--- src/rtl/user_pkg.sv ---
// Shared types, opcodes and CSR offsets for the slot-0 user logic.
package user_pkg;

  localparam int unsigned REQ_BITS      = 128;
  localparam int unsigned ACK_BITS      = 32;
  localparam int unsigned NOT_BITS      = 38;
  localparam int unsigned CSR_DATA_BITS = 64;
  localparam int unsigned CSR_STRB_BITS = CSR_DATA_BITS / 8;
  localparam int unsigned VADDR_BITS    = 48;
  localparam int unsigned LEN_BITS      = 28;
  localparam int unsigned PID_W         = 6;
  localparam int unsigned CNT_BITS      = 32;
  localparam int unsigned LANE_BITS     = 32;

  localparam logic [4:0] OP_RD     = 5'd1;
  localparam logic [4:0] OP_WR     = 5'd2;
  localparam logic [1:0] STRM_HOST = 2'd1;

  localparam logic [7:0] CSR_CTRL     = 8'h00;
  localparam logic [7:0] CSR_STATUS   = 8'h08;
  localparam logic [7:0] CSR_RD_VADDR = 8'h10;
  localparam logic [7:0] CSR_WR_VADDR = 8'h18;
  localparam logic [7:0] CSR_LEN      = 8'h20;
  localparam logic [7:0] CSR_DONE_CNT = 8'h28;
  localparam logic [7:0] CSR_INCR     = 8'h30;
  localparam logic [7:0] CSR_PID      = 8'h38;

  typedef struct packed {
    logic [33:0] rsvd;
    logic [4:0]  opcode;
    logic [1:0]  strm;
    logic        last;
    logic [3:0]  dest;
    logic [5:0]  pid;
    logic [47:0] vaddr;
    logic [27:0] len;
  } req_t;

  typedef struct packed {
    logic [4:0]  opcode;
    logic [5:0]  pid;
    logic [3:0]  dest;
    logic [1:0]  strm;
    logic [14:0] rsvd;
  } ack_t;

  typedef struct packed {
    logic [5:0]  pid;
    logic [31:0] value;
  } irq_not_t;

  typedef enum logic [1:0] {
    ST_IDLE,
    ST_ISSUE,
    ST_WAIT_CQ,
    ST_NOTIFY
  } state_e;

  // Byte-wise merge of a CSR write into the previous register value.
  function automatic logic [CSR_DATA_BITS-1:0] strb_merge(
    input logic [CSR_DATA_BITS-1:0] old_val,
    input logic [CSR_DATA_BITS-1:0] wdata,
    input logic [CSR_STRB_BITS-1:0] strb
  );
    logic [CSR_DATA_BITS-1:0] res;
    res = old_val;
    for (int unsigned b = 0; b < CSR_STRB_BITS; b++) begin
      if (strb[b]) res[b*8 +: 8] = wdata[b*8 +: 8];
    end
    return res;
  endfunction

  function automatic req_t build_req(
    input logic [4:0]  opcode,
    input logic [47:0] vaddr,
    input logic [27:0] len,
    input logic [5:0]  pid
  );
    req_t r;
    r        = '0;
    r.opcode = opcode;
    r.strm   = STRM_HOST;
    r.last   = 1'b1;
    r.dest   = 4'd0;
    r.pid    = pid;
    r.vaddr  = vaddr;
    r.len    = len;
    return r;
  endfunction

endpackage

--- src/rtl/user_csr_slave.sv ---
// AXI4-Lite slave and CSR file; job status and completion count come from the FSM.
module user_csr_slave
  import user_pkg::*;
#(
  parameter int unsigned ADDR_BITS = 16
) (
  input  logic                     clk,
  input  logic                     rst,
  input  logic [ADDR_BITS-1:0]     awaddr_i,
  input  logic                     awvalid_i,
  output logic                     awready_o,
  input  logic [CSR_DATA_BITS-1:0] wdata_i,
  input  logic [CSR_STRB_BITS-1:0] wstrb_i,
  input  logic                     wvalid_i,
  output logic                     wready_o,
  output logic [1:0]               bresp_o,
  output logic                     bvalid_o,
  input  logic                     bready_i,
  input  logic [ADDR_BITS-1:0]     araddr_i,
  input  logic                     arvalid_i,
  output logic                     arready_o,
  output logic [CSR_DATA_BITS-1:0] rdata_o,
  output logic [1:0]               rresp_o,
  output logic                     rvalid_o,
  input  logic                     rready_i,
  input  logic                     busy_i,
  input  logic                     done_i,
  input  logic [CNT_BITS-1:0]      done_cnt_i,
  output logic                     start_o,
  output logic [VADDR_BITS-1:0]    rd_vaddr_o,
  output logic [VADDR_BITS-1:0]    wr_vaddr_o,
  output logic [LEN_BITS-1:0]      len_o,
  output logic [LANE_BITS-1:0]     incr_o,
  output logic [PID_W-1:0]         pid_o
);

  logic                     bvalid_q;
  logic                     rvalid_q;
  logic [CSR_DATA_BITS-1:0] rdata_q;
  logic [CSR_DATA_BITS-1:0] rdata_c;
  logic                     start_q;
  logic [VADDR_BITS-1:0]    rd_vaddr_q;
  logic [VADDR_BITS-1:0]    wr_vaddr_q;
  logic [LEN_BITS-1:0]      len_q;
  logic [LANE_BITS-1:0]     incr_q;
  logic [PID_W-1:0]         pid_q;
  logic                     wr_fire;
  logic                     rd_fire;

  // One outstanding write and one outstanding read at a time.
  assign wr_fire = awvalid_i & wvalid_i & ~bvalid_q;
  assign rd_fire = arvalid_i & ~rvalid_q;

  always_ff @(posedge clk) begin
    if (rst) begin
      bvalid_q   <= 1'b0;
      start_q    <= 1'b0;
      rd_vaddr_q <= '0;
      wr_vaddr_q <= '0;
      len_q      <= '0;
      incr_q     <= '0;
      pid_q      <= '0;
    end else begin
      start_q <= 1'b0;
      if (wr_fire) begin
        bvalid_q <= 1'b1;
        case (awaddr_i)
          ADDR_BITS'(CSR_CTRL):     start_q    <= wstrb_i[0] & wdata_i[0];
          ADDR_BITS'(CSR_RD_VADDR): rd_vaddr_q <= VADDR_BITS'(strb_merge(CSR_DATA_BITS'(rd_vaddr_q), wdata_i, wstrb_i));
          ADDR_BITS'(CSR_WR_VADDR): wr_vaddr_q <= VADDR_BITS'(strb_merge(CSR_DATA_BITS'(wr_vaddr_q), wdata_i, wstrb_i));
          ADDR_BITS'(CSR_LEN):      len_q      <= LEN_BITS'(strb_merge(CSR_DATA_BITS'(len_q), wdata_i, wstrb_i));
          ADDR_BITS'(CSR_INCR):     incr_q     <= LANE_BITS'(strb_merge(CSR_DATA_BITS'(incr_q), wdata_i, wstrb_i));
          ADDR_BITS'(CSR_PID):      pid_q      <= PID_W'(strb_merge(CSR_DATA_BITS'(pid_q), wdata_i, wstrb_i));
          default: ;
        endcase
      end else if (bvalid_q && bready_i) begin
        bvalid_q <= 1'b0;
      end
    end
  end

  always_comb begin
    rdata_c = '0;
    case (araddr_i)
      ADDR_BITS'(CSR_STATUS):   rdata_c = CSR_DATA_BITS'({done_i, busy_i});
      ADDR_BITS'(CSR_RD_VADDR): rdata_c = CSR_DATA_BITS'(rd_vaddr_q);
      ADDR_BITS'(CSR_WR_VADDR): rdata_c = CSR_DATA_BITS'(wr_vaddr_q);
      ADDR_BITS'(CSR_LEN):      rdata_c = CSR_DATA_BITS'(len_q);
      ADDR_BITS'(CSR_DONE_CNT): rdata_c = CSR_DATA_BITS'(done_cnt_i);
      ADDR_BITS'(CSR_INCR):     rdata_c = CSR_DATA_BITS'(incr_q);
      ADDR_BITS'(CSR_PID):      rdata_c = CSR_DATA_BITS'(pid_q);
      default:                  rdata_c = '0;
    endcase
  end

  always_ff @(posedge clk) begin
    if (rst) begin
      rvalid_q <= 1'b0;
      rdata_q  <= '0;
    end else if (rd_fire) begin
      rvalid_q <= 1'b1;
      rdata_q  <= rdata_c;
    end else if (rvalid_q && rready_i) begin
      rvalid_q <= 1'b0;
    end
  end

  assign awready_o  = ~bvalid_q;
  assign wready_o   = ~bvalid_q;
  assign bvalid_o   = bvalid_q;
  assign bresp_o    = 2'b00;
  assign arready_o  = ~rvalid_q;
  assign rvalid_o   = rvalid_q;
  assign rdata_o    = rdata_q;
  assign rresp_o    = 2'b00;
  assign start_o    = start_q;
  assign rd_vaddr_o = rd_vaddr_q;
  assign wr_vaddr_o = wr_vaddr_q;
  assign len_o      = len_q;
  assign incr_o     = incr_q;
  assign pid_o      = pid_q;

endmodule

--- src/rtl/user_logic_c0.sv ---
// vFPGA slot-0 user logic: CSR-driven read/write job FSM plus a lane-adding host stream loopback.
module user_logic_c0
  import user_pkg::*;
#(
  parameter int unsigned AXIL_ADDR_BITS = 16,
  parameter int unsigned AXIL_DATA_BITS = 64,
  parameter int unsigned AXI_DATA_BITS  = 512,
  parameter int unsigned PID_BITS       = 6
) (
  input  logic                        aclk,
  input  logic                        areset,
  input  logic [AXIL_ADDR_BITS-1:0]   s_axil_awaddr,
  input  logic                        s_axil_awvalid,
  output logic                        s_axil_awready,
  input  logic [AXIL_DATA_BITS-1:0]   s_axil_wdata,
  input  logic [AXIL_DATA_BITS/8-1:0] s_axil_wstrb,
  input  logic                        s_axil_wvalid,
  output logic                        s_axil_wready,
  output logic [1:0]                  s_axil_bresp,
  output logic                        s_axil_bvalid,
  input  logic                        s_axil_bready,
  input  logic [AXIL_ADDR_BITS-1:0]   s_axil_araddr,
  input  logic                        s_axil_arvalid,
  output logic                        s_axil_arready,
  output logic [AXIL_DATA_BITS-1:0]   s_axil_rdata,
  output logic [1:0]                  s_axil_rresp,
  output logic                        s_axil_rvalid,
  input  logic                        s_axil_rready,
  output logic [REQ_BITS-1:0]         sq_rd_data,
  output logic                        sq_rd_valid,
  input  logic                        sq_rd_ready,
  output logic [REQ_BITS-1:0]         sq_wr_data,
  output logic                        sq_wr_valid,
  input  logic                        sq_wr_ready,
  input  logic [ACK_BITS-1:0]         cq_rd_data,
  input  logic                        cq_rd_valid,
  output logic                        cq_rd_ready,
  input  logic [ACK_BITS-1:0]         cq_wr_data,
  input  logic                        cq_wr_valid,
  output logic                        cq_wr_ready,
  output logic [NOT_BITS-1:0]         notify_data,
  output logic                        notify_valid,
  input  logic                        notify_ready,
  input  logic [AXI_DATA_BITS-1:0]    axis_host_recv_tdata,
  input  logic [AXI_DATA_BITS/8-1:0]  axis_host_recv_tkeep,
  input  logic                        axis_host_recv_tlast,
  input  logic [PID_BITS-1:0]         axis_host_recv_tid,
  input  logic                        axis_host_recv_tvalid,
  output logic                        axis_host_recv_tready,
  output logic [AXI_DATA_BITS-1:0]    axis_host_send_tdata,
  output logic [AXI_DATA_BITS/8-1:0]  axis_host_send_tkeep,
  output logic                        axis_host_send_tlast,
  output logic [PID_BITS-1:0]         axis_host_send_tid,
  output logic                        axis_host_send_tvalid,
  input  logic                        axis_host_send_tready
);

  localparam int unsigned LANES = AXI_DATA_BITS / LANE_BITS;

  logic                  csr_start;
  logic [VADDR_BITS-1:0] csr_rd_vaddr;
  logic [VADDR_BITS-1:0] csr_wr_vaddr;
  logic [LEN_BITS-1:0]   csr_len;
  logic [LANE_BITS-1:0]  csr_incr;
  logic [PID_W-1:0]      csr_pid;

  state_e                state_q, state_d;
  logic                  sq_rd_vld_q, sq_rd_vld_d;
  logic                  sq_wr_vld_q, sq_wr_vld_d;
  req_t                  rd_req_q, rd_req_d;
  req_t                  wr_req_q, wr_req_d;
  logic                  rd_ack_q, rd_ack_d;
  logic                  wr_ack_q, wr_ack_d;
  logic                  cq_rdy_q, cq_rdy_d;
  logic                  not_vld_q, not_vld_d;
  irq_not_t              not_data_q, not_data_d;
  logic                  done_q, done_d;
  logic [CNT_BITS-1:0]   done_cnt_q, done_cnt_d;
  logic                  busy;

  // Completion payloads carry nothing the job needs beyond the handshake.
  logic unused_ack;
  assign unused_ack = ^{cq_rd_data, cq_wr_data};

  assign busy = (state_q != ST_IDLE);

  user_csr_slave #(
    .ADDR_BITS (AXIL_ADDR_BITS)
  ) u_csr (
    .clk        (aclk),
    .rst        (areset),
    .awaddr_i   (s_axil_awaddr),
    .awvalid_i  (s_axil_awvalid),
    .awready_o  (s_axil_awready),
    .wdata_i    (s_axil_wdata),
    .wstrb_i    (s_axil_wstrb),
    .wvalid_i   (s_axil_wvalid),
    .wready_o   (s_axil_wready),
    .bresp_o    (s_axil_bresp),
    .bvalid_o   (s_axil_bvalid),
    .bready_i   (s_axil_bready),
    .araddr_i   (s_axil_araddr),
    .arvalid_i  (s_axil_arvalid),
    .arready_o  (s_axil_arready),
    .rdata_o    (s_axil_rdata),
    .rresp_o    (s_axil_rresp),
    .rvalid_o   (s_axil_rvalid),
    .rready_i   (s_axil_rready),
    .busy_i     (busy),
    .done_i     (done_q),
    .done_cnt_i (done_cnt_q),
    .start_o    (csr_start),
    .rd_vaddr_o (csr_rd_vaddr),
    .wr_vaddr_o (csr_wr_vaddr),
    .len_o      (csr_len),
    .incr_o     (csr_incr),
    .pid_o      (csr_pid)
  );

  always_ff @(posedge aclk) begin
    if (areset) begin
      state_q     <= ST_IDLE;
      sq_rd_vld_q <= 1'b0;
      sq_wr_vld_q <= 1'b0;
      rd_req_q    <= '0;
      wr_req_q    <= '0;
      rd_ack_q    <= 1'b0;
      wr_ack_q    <= 1'b0;
      cq_rdy_q    <= 1'b0;
      not_vld_q   <= 1'b0;
      not_data_q  <= '0;
      done_q      <= 1'b0;
      done_cnt_q  <= '0;
    end else begin
      state_q     <= state_d;
      sq_rd_vld_q <= sq_rd_vld_d;
      sq_wr_vld_q <= sq_wr_vld_d;
      rd_req_q    <= rd_req_d;
      wr_req_q    <= wr_req_d;
      rd_ack_q    <= rd_ack_d;
      wr_ack_q    <= wr_ack_d;
      cq_rdy_q    <= cq_rdy_d;
      not_vld_q   <= not_vld_d;
      not_data_q  <= not_data_d;
      done_q      <= done_d;
      done_cnt_q  <= done_cnt_d;
    end
  end

  // Descriptors are latched at START so they stay stable while stalled.
  always_comb begin
    state_d     = state_q;
    sq_rd_vld_d = sq_rd_vld_q;
    sq_wr_vld_d = sq_wr_vld_q;
    rd_req_d    = rd_req_q;
    wr_req_d    = wr_req_q;
    rd_ack_d    = rd_ack_q;
    wr_ack_d    = wr_ack_q;
    cq_rdy_d    = cq_rdy_q;
    not_vld_d   = not_vld_q;
    not_data_d  = not_data_q;
    done_d      = done_q;
    done_cnt_d  = done_cnt_q;
    case (state_q)
      ST_IDLE: begin
        if (csr_start) begin
          state_d     = ST_ISSUE;
          sq_rd_vld_d = 1'b1;
          sq_wr_vld_d = 1'b1;
          rd_req_d    = build_req(OP_RD, csr_rd_vaddr, csr_len, csr_pid);
          wr_req_d    = build_req(OP_WR, csr_wr_vaddr, csr_len, csr_pid);
          done_d      = 1'b0;
        end
      end
      ST_ISSUE: begin
        if (sq_rd_vld_q && sq_rd_ready) sq_rd_vld_d = 1'b0;
        if (sq_wr_vld_q && sq_wr_ready) sq_wr_vld_d = 1'b0;
        if (!sq_rd_vld_d && !sq_wr_vld_d) begin
          state_d  = ST_WAIT_CQ;
          cq_rdy_d = 1'b1;
          rd_ack_d = 1'b0;
          wr_ack_d = 1'b0;
        end
      end
      ST_WAIT_CQ: begin
        rd_ack_d = rd_ack_q | (cq_rd_valid & cq_rdy_q);
        wr_ack_d = wr_ack_q | (cq_wr_valid & cq_rdy_q);
        if (rd_ack_d && wr_ack_d) begin
          state_d          = ST_NOTIFY;
          cq_rdy_d         = 1'b0;
          rd_ack_d         = 1'b0;
          wr_ack_d         = 1'b0;
          not_vld_d        = 1'b1;
          not_data_d.pid   = csr_pid;
          not_data_d.value = done_cnt_q + CNT_BITS'(1);
        end
      end
      ST_NOTIFY: begin
        if (notify_ready) begin
          state_d    = ST_IDLE;
          not_vld_d  = 1'b0;
          done_cnt_d = done_cnt_q + CNT_BITS'(1);
          done_d     = 1'b1;
        end
      end
      default: state_d = ST_IDLE;
    endcase
  end

  assign sq_rd_data   = rd_req_q;
  assign sq_rd_valid  = sq_rd_vld_q;
  assign sq_wr_data   = wr_req_q;
  assign sq_wr_valid  = sq_wr_vld_q;
  assign cq_rd_ready  = cq_rdy_q;
  assign cq_wr_ready  = cq_rdy_q;
  assign notify_data  = not_data_q;
  assign notify_valid = not_vld_q;

  logic [AXI_DATA_BITS-1:0]   s_data_q;
  logic [AXI_DATA_BITS/8-1:0] s_keep_q;
  logic                       s_last_q;
  logic [PID_BITS-1:0]        s_id_q;
  logic                       s_vld_q;
  logic [AXI_DATA_BITS-1:0]   lanes_c;
  logic                       recv_rdy_c;

  always_comb begin
    lanes_c = '0;
    for (int unsigned l = 0; l < LANES; l++) begin
      lanes_c[l*LANE_BITS +: LANE_BITS] = axis_host_recv_tdata[l*LANE_BITS +: LANE_BITS] + csr_incr;
    end
  end

  assign recv_rdy_c = ~s_vld_q | axis_host_send_tready;

  // Single skid-free pipeline stage: refills in the same cycle it drains.
  always_ff @(posedge aclk) begin
    if (areset) begin
      s_vld_q  <= 1'b0;
      s_data_q <= '0;
      s_keep_q <= '0;
      s_last_q <= 1'b0;
      s_id_q   <= '0;
    end else if (axis_host_recv_tvalid && recv_rdy_c) begin
      s_vld_q  <= 1'b1;
      s_data_q <= lanes_c;
      s_keep_q <= axis_host_recv_tkeep;
      s_last_q <= axis_host_recv_tlast;
      s_id_q   <= axis_host_recv_tid;
    end else if (axis_host_send_tready) begin
      s_vld_q  <= 1'b0;
    end
  end

  assign axis_host_recv_tready = recv_rdy_c;
  assign axis_host_send_tdata  = s_data_q;
  assign axis_host_send_tkeep  = s_keep_q;
  assign axis_host_send_tlast  = s_last_q;
  assign axis_host_send_tid    = s_id_q;
  assign axis_host_send_tvalid = s_vld_q;

endmodule

--- config.mk ---
export PLATFORM = sky130hd
export DESIGN_NAME = user_logic_c0
export DESIGN_NICKNAME = d
export VERILOG_FILES = /design/src/rtl/user_pkg.sv /design/src/rtl/user_csr_slave.sv /design/src/rtl/user_logic_c0.sv
export SDC_FILE = /design/constraint.sdc
export NUM_CORES = 2
export LEC_CHECK = 0
export BUFFER_PORTS_ARGS = -buffer_cell sky130_fd_sc_hd__buf_2
export CAP_MARGIN = 25
export CORE_AREA = 5 5 668 670
export CTS_CLUSTER_DIAMETER = 50
export DETAILED_ROUTE_END_ITERATION = 10
export DIE_AREA = 0 0 673 675
export GPL_TIMING_DRIVEN = 1
export MAX_ROUTING_LAYER = met4
export SYNTH_ARGS = -nofsm -noshare
export SYNTH_HDL_FRONTEND = slang
export SYNTH_SLANG_ARGS = --single-unit
--- constraint.sdc ---
create_clock -name aclk -period 4.51 [get_ports aclk]
set_input_delay 0.451 -clock aclk [delete_from_list [all_inputs] [get_ports aclk]]
set_output_delay 0.451 -clock aclk [all_outputs]
set_load 0.01 [all_outputs]
Word level (Yosys, flattened, before mapping)
Index checks and enable logic that the tools add are counted.
{"block": "classes", "bitwise": 14, "n_addsub": 17, "n_reduce_logical": 50, "n_eq_ne": 19, "n_mux": 33}
{"op": "32-bit adder", "n": 16}
{"op": "48-bit one-hot mux with 7 select lines", "n": 1}
{"op": "16-bit by 6-bit equality test with 1-bit output, second input constant", "n": 7}
{"op": "3-bit AND reduction", "n": 24}
{"op": "16-bit by 5-bit equality test with 1-bit output, second input constant", "n": 4}
{"op": "32-bit by 1-bit adder with 32-bit output, second input constant", "n": 1}
{"op": "1-bit 2-to-1 mux", "n": 20}
{"op": "16-bit by 4-bit equality test with 1-bit output, second input constant", "n": 1}
{"op": "16-bit zero test", "n": 1}
{"op": "2-bit nonzero test", "n": 8}
{"op": "1-bit one-hot mux with 2 select lines", "n": 7}
{"op": "2-bit AND reduction", "n": 5}
{"op": "2-bit 2-to-1 mux", "n": 4}
{"op": "2-bit one-hot mux with 4 select lines", "n": 1}
{"op": "1-bit logical AND", "n": 7}
{"op": "1-bit bitwise AND", "n": 6}
{"op": "2-bit inequality test, second input constant", "n": 3}
{"op": "1-bit inverter", "n": 5}
{"op": "2-bit equality test, second input constant", "n": 2}
{"op": "4-bit AND reduction", "n": 1}
{"op": "1-bit bitwise OR", "n": 3}
{"op": "3-bit OR reduction", "n": 1}
{"op": "2-bit by 1-bit equality test with 1-bit output, second input constant", "n": 1}
{"op": "1-bit zero test", "n": 2}
{"op": "2 further kinds", "n": 2}
{"block": "word_totals", "elab_cells": 179, "regBits": 1023, "in_bits": 765}

Depth between registers and ports, before layout
{"block": "depth", "word_depth": 7, "mapped_depth": 12, "mapped_depth_nobuf": 12}

Modules after synthesis
A second synthesis with hierarchy kept.
{"block": "hier_totals", "cells_unflattened": 7611, "area_unflattened_um2": 60799.6}
{"module": "user_logic_c0", "cells_each": 6639, "area_each_um2": 51584.5, "n_inst": 1}
{"module": "user_csr_slave", "cells_each": 972, "area_each_um2": 9215.1, "n_inst": 1}

Worst setup path before layout
No wires, ideal clock.
{"block": "synth_timing", "path_kind": "register to register", "from": "register u_csr.incr_q[1], in the netlist u_csr.incr_o[1]", "to": "register s_data_q[123], in the netlist axis_host_send_tdata[123]", "period_less_slack_ns": 3.862, "t_arrival_ns": 3.734, "n_path_buf": 0, "path_slack_ns": 0.648, "stages_incl_launch_ff": 12, "setup_ns": 0.128, "path_cell_list": "dfxtp_1 -> ha_1 -> a21o_1 -> a21oi_1 -> o21ai_0 -> o211a_1 -> o41ai_1 -> o31ai_1 -> a31oi_1 -> o21a_1 -> xor2_1 -> o21ai_0"}
{"block": "synth_via", "elab_chain_cells": 1}
{"element": "from (decl)", "line": "user_csr_slave.sv:45", "text": "logic [LANE_BITS-1:0] incr_q;"}
{"element": "from (signal assigned)", "line": "user_csr_slave.sv:72", "text": "ADDR_BITS'(CSR_INCR): incr_q <= LANE_BITS'(strb_merge(CSR_DATA_BITS'(incr_q), wdata_i, wstrb_i));"}
{"element": "32-bit adder", "line": "user_logic_c0.sv:230", "text": "lanes_c[l*LANE_BITS +: LANE_BITS] = axis_host_recv_tdata[l*LANE_BITS +: LANE_BITS] + csr_incr;"}
{"element": "to (signal assigned)", "line": "user_logic_c0.sv:246", "text": "s_data_q <= lanes_c;"}
{"element": "to (decl)", "line": "user_logic_c0.sv:219", "text": "logic [AXI_DATA_BITS-1:0] s_data_q;"}
Every way passes these cells.
A chain may end at the register's enable or synchronous reset.

Worst setup path after layout
{"block": "layout_timing", "from": "register u_csr.incr_q[5], in the netlist u_csr.incr_o[5]", "to": "register s_data_q[127], in the netlist axis_host_send_tdata[127]"}
Same word-level chain as after synthesis.

==> impl_metrics.py <==
metrics = {
    "placement": {
        "pre_cts_ws_ns": 0.226,
        "globalplace.congestion": 0.964,
        "place_inst": 14822,
        "io_buffers": 1533,
        "hpwl_um": 365000,
    },
    "logic_synthesis": {
        "synth.distinct_cells": 100,
        "synthFlopType": "dfxtp_1",
        "synth.avg_cell_area_um2": 7.95,
        "async_flop_share_pct": 0,
        "synth_area_mm2": 0.0607,
        "ys_ff_latch": 1007,
        "yosys_warnings": 0,
        "seq_area_frac_synth_pct": 33.2,
        "syn_inst": 7636,
        "synth_edf_count": 0,
    },
    "final_layout": {
        "multiInputGateArea_mm2": 0.0380,
        "finalNetCount": 10573,
        "ff_latch_area_mm2": 0.0203,
        "fin_cells": 15522,
        "drive_gt1_share_pct": 22.4,
        "fillCellCount": 49653,
        "area_growth_pct": 38.6,
        "final_core_util_pct": 19.1,
    },
    "global_routing": {
        "grtUsageTotal_pct": 19.1,
        "antenna_found_initial": 218,
        "grt_pass1_vias": 62203,
        "grt_start_max_net_pins": 190,
        "gr-total-overflow": 0,
        "grt_first_pass_wirelength_um": 574000,
    },
    "critical_path": {
        "required_ns": 5.29,
        "crit_type": "register to register",
        "cp.arrival_ns": 5.08,
        "worstPathMaxFanout": 12,
        "crit_path_start_kind": "register",
        "critPathCaptureType": "register",
    },
    "die": {
        "rows": 244,
        "fp.dieH_um": 675,
        "start_util_pct": 13.8,
        "fp.coreArea_mm2": 0.440,
        "io_pins": 1722,
        "die_area_mm2": 0.454,
        "die_w_um": 673,
    },
    "timing": {
        "setup_viol": 0,
        "setup_tns_ns": 0,
        "finalHoldViolations": 0,
        "tightest_slew_ns": 1.06,
        "period_needed_ns": 4.30,
        "setup_ws_ns": 0.213,
        "rsz0062_at_grt": "no",
        "fmax_ghz": 0.233,
        "slew_viol_final": 0,
        "finClkSkew_ns": 0.163,
        "period_share_pct": 95.3,
        "slew_headroom_pct": 29.3,
    },
    "drt": {
        "wl_per_cell_um": 28.8,
        "dr.first_iter.drc_count": 7225,
        "via_per_inst": 4.33,
        "via_count": 67145,
        "ant_nets": 0,
        "drt_pass1_iterations": 8,
        "drc_errors": 0,
        "wirelength_um": 446000,
    },
    "clock_network": {
        "clkSlewWorstSetupHoldPaths_ns": 0.06,
        "cts.path.max_buffers": 4,
        "cts_root_buffer": "clkbuf_16",
        "cts_tree": "built",
        "clk_latency_ns": 0.96,
        "cts_setup_buffers": 0,
        "cts_buffers": 182,
        "h-tree-depth": 4,
        "clock-sinks": 1007,
    },
    "pwr": {
        "powerDensity_mw_per_mm2": 330,
        "finalPower_mw": 27.8,
        "peakVddDrop_v": 0.000335,
        "p_leak_nw": 38.2,
    },
    "run": {
        "max-cap-violations": 0,
    },
    "hold_path": {
        "hold_class": "primary input to register",
    },
    "run_status": {
        "outcome": "finished, final reports clean",
    },
}
[routing by layer]
layer,routed length (um),track usage [%],vias up
li1,-,-,30471
met1,184000,23.2,32230
met2,186000,27.1,3620
met3,50000,7.37,824
met4,26900,9.95,0
met5,0,-,-
[flip-flops by register name, summed over array words and instances, names as in the netlist, 2 cells and up]
register and cells:
axis_host_send_tdata 512, axis_host_send_tid 6, axis_host_send_tkeep 64, done_cnt_q 32, notify_data 38, sq_rd_data 49
sq_wr_data 82, state_q 2, u_csr.incr_o 32, u_csr.len_o 28, u_csr.pid_o 6, u_csr.rd_vaddr_o 48
u_csr.rdata_o 48, u_csr.wr_vaddr_o 48
[cells in the final DEF, fill, tap and decap left out, drive strengths merged, types with 106 or more instances in the layout]
master | netlist | final
diode | 0 | 174
nand2 | 1379 | 1379
o21ai | 450 | 450
xnor2 | 267 | 267
nand3 | 134 | 134
conb | 1 | 106
buf | 176 | 1699
nor2 | 540 | 540
dlygate4sd3 | 0 | 188
inv | 110 | 155
dfxtp | 1007 | 1007
a21o | 300 | 300
xor2 | 202 | 202
ha | 501 | 501
mux2i | 174 | 174
a21oi | 933 | 933
clkbuf | 344 | 218
[cells by family (layout without fill, tap and decap cells)]
logic type	count (synthesis)	after routing	synth area share [%]
other cells	1	280	0.00618
fa+ha+maj	517	517	10.9
buf+inv	631	2334	4.92
simple gates	2519	2519	17.9
compound gates	2316	2316	23.5
flops	1007	1007	33.2
xor+xnor	469	469	6.77
mux	176	176	2.91
[where the power goes]
part	total (mW)	switching (mW)	internal (mW)
sequential	9.43	0.206	9.23
combinational	3.58	2.42	1.16
clock	14.8	5.85	8.93
total	27.8	8.47	19.3
[critical path, cell delays in order (launching register included)]
cell	delay, ns
dfxtp_4	0.86
buf_4	0.29
ha_1	0.27
o21a_1	0.24
o21ai_0	0.20
nor2_1	0.06
o211a_1	0.17
o41ai_1	0.35
buf_4	0.20
o31ai_1	0.11
a31oi_1	0.29
o21a_1	0.25
o21a_1	0.13
o211ai_1	0.09
dlygate4sd3_1	0.56
[per-stage QoR]
step	area [um2]	hold WS [ns]
CTS	83700	0.000107
global placement	75400	0.431
finish	84100	0.0966
detailed placement	75400	0.437
floorplan	61100	0.442
global route	84000	0.0546
[cells in the mapped netlist (all sizes together) (11+ instances only)]
library cell     n  area share [%]
a221o           15            0.25
o31ai           28            0.36
nor2           540             3.3
nor3            95            0.83
a31oi           77            0.81
a211oi         101             1.2
a211o           16            0.23
nand2b          44            0.45
or3             48            0.49
or2             12            0.12
o211ai          34            0.42
o21a            51            0.63
nor4            16            0.16
clkbuf         344             2.1
buf            176             2.0
ha             501              10
a221oi          56            0.81
nand2         1379             8.5
and3            47            0.49
nand3b          18            0.22
o2111ai         12            0.17
o41ai           13            0.19
xor2           202             2.9
and2            38            0.39
dfxtp         1007              33
a21o           300             3.7
nor2b           37            0.38
o21ai          450             3.7
a311oi          15            0.22
inv            110            0.68
nand3          134             1.1
nand4           61            0.63
nor3b           11            0.14
a22o            17            0.25
a21oi          933             7.7
xnor2          267             3.9
fa              16            0.53
o21bai          56            0.69
mux2i          174             2.9
and4            14            0.20
a22oi           33            0.41
[worst paths after layout]
check,startpoint,to,slack [ns],cells past startpoint
max,u_csr.incr_o[5],axis_host_send_tdata[127],0.21,14
min,axis_host_recv_tdata[385],axis_host_send_tdata[385],0.1,4
max reg2reg,u_csr.incr_o[5],axis_host_send_tdata[127],0.21,14
min reg2reg,u_csr.len_o[7],sq_wr_data[7],0.43,2
[timing repair]
action | CTS | global route
hold buffers | 188 | 0
endpoints found under the setup margin | 0 | 3
endpoints found under the hold margin | 296 | 0
gates resized for setup | 0 | 1
[final cells by class]
| type | count | share of cell area, % |
|---|---|---|
| Inverter | 110 | 0.492 |
| Timing Repair Buffer | 1887 | 13.3 |
| Sequential cell | 1007 | 24.1 |
| Antenna cell | 174 | 0.518 |
| Multi-Input combinational cell | 6103 | 45.2 |
| Clock inverter | 119 | 1.75 |
| Clock buffer | 218 | 5.87 |
| Tap cell | 5904 | 8.78 |
No activity file was read; power rests on OpenSTA's default activity.
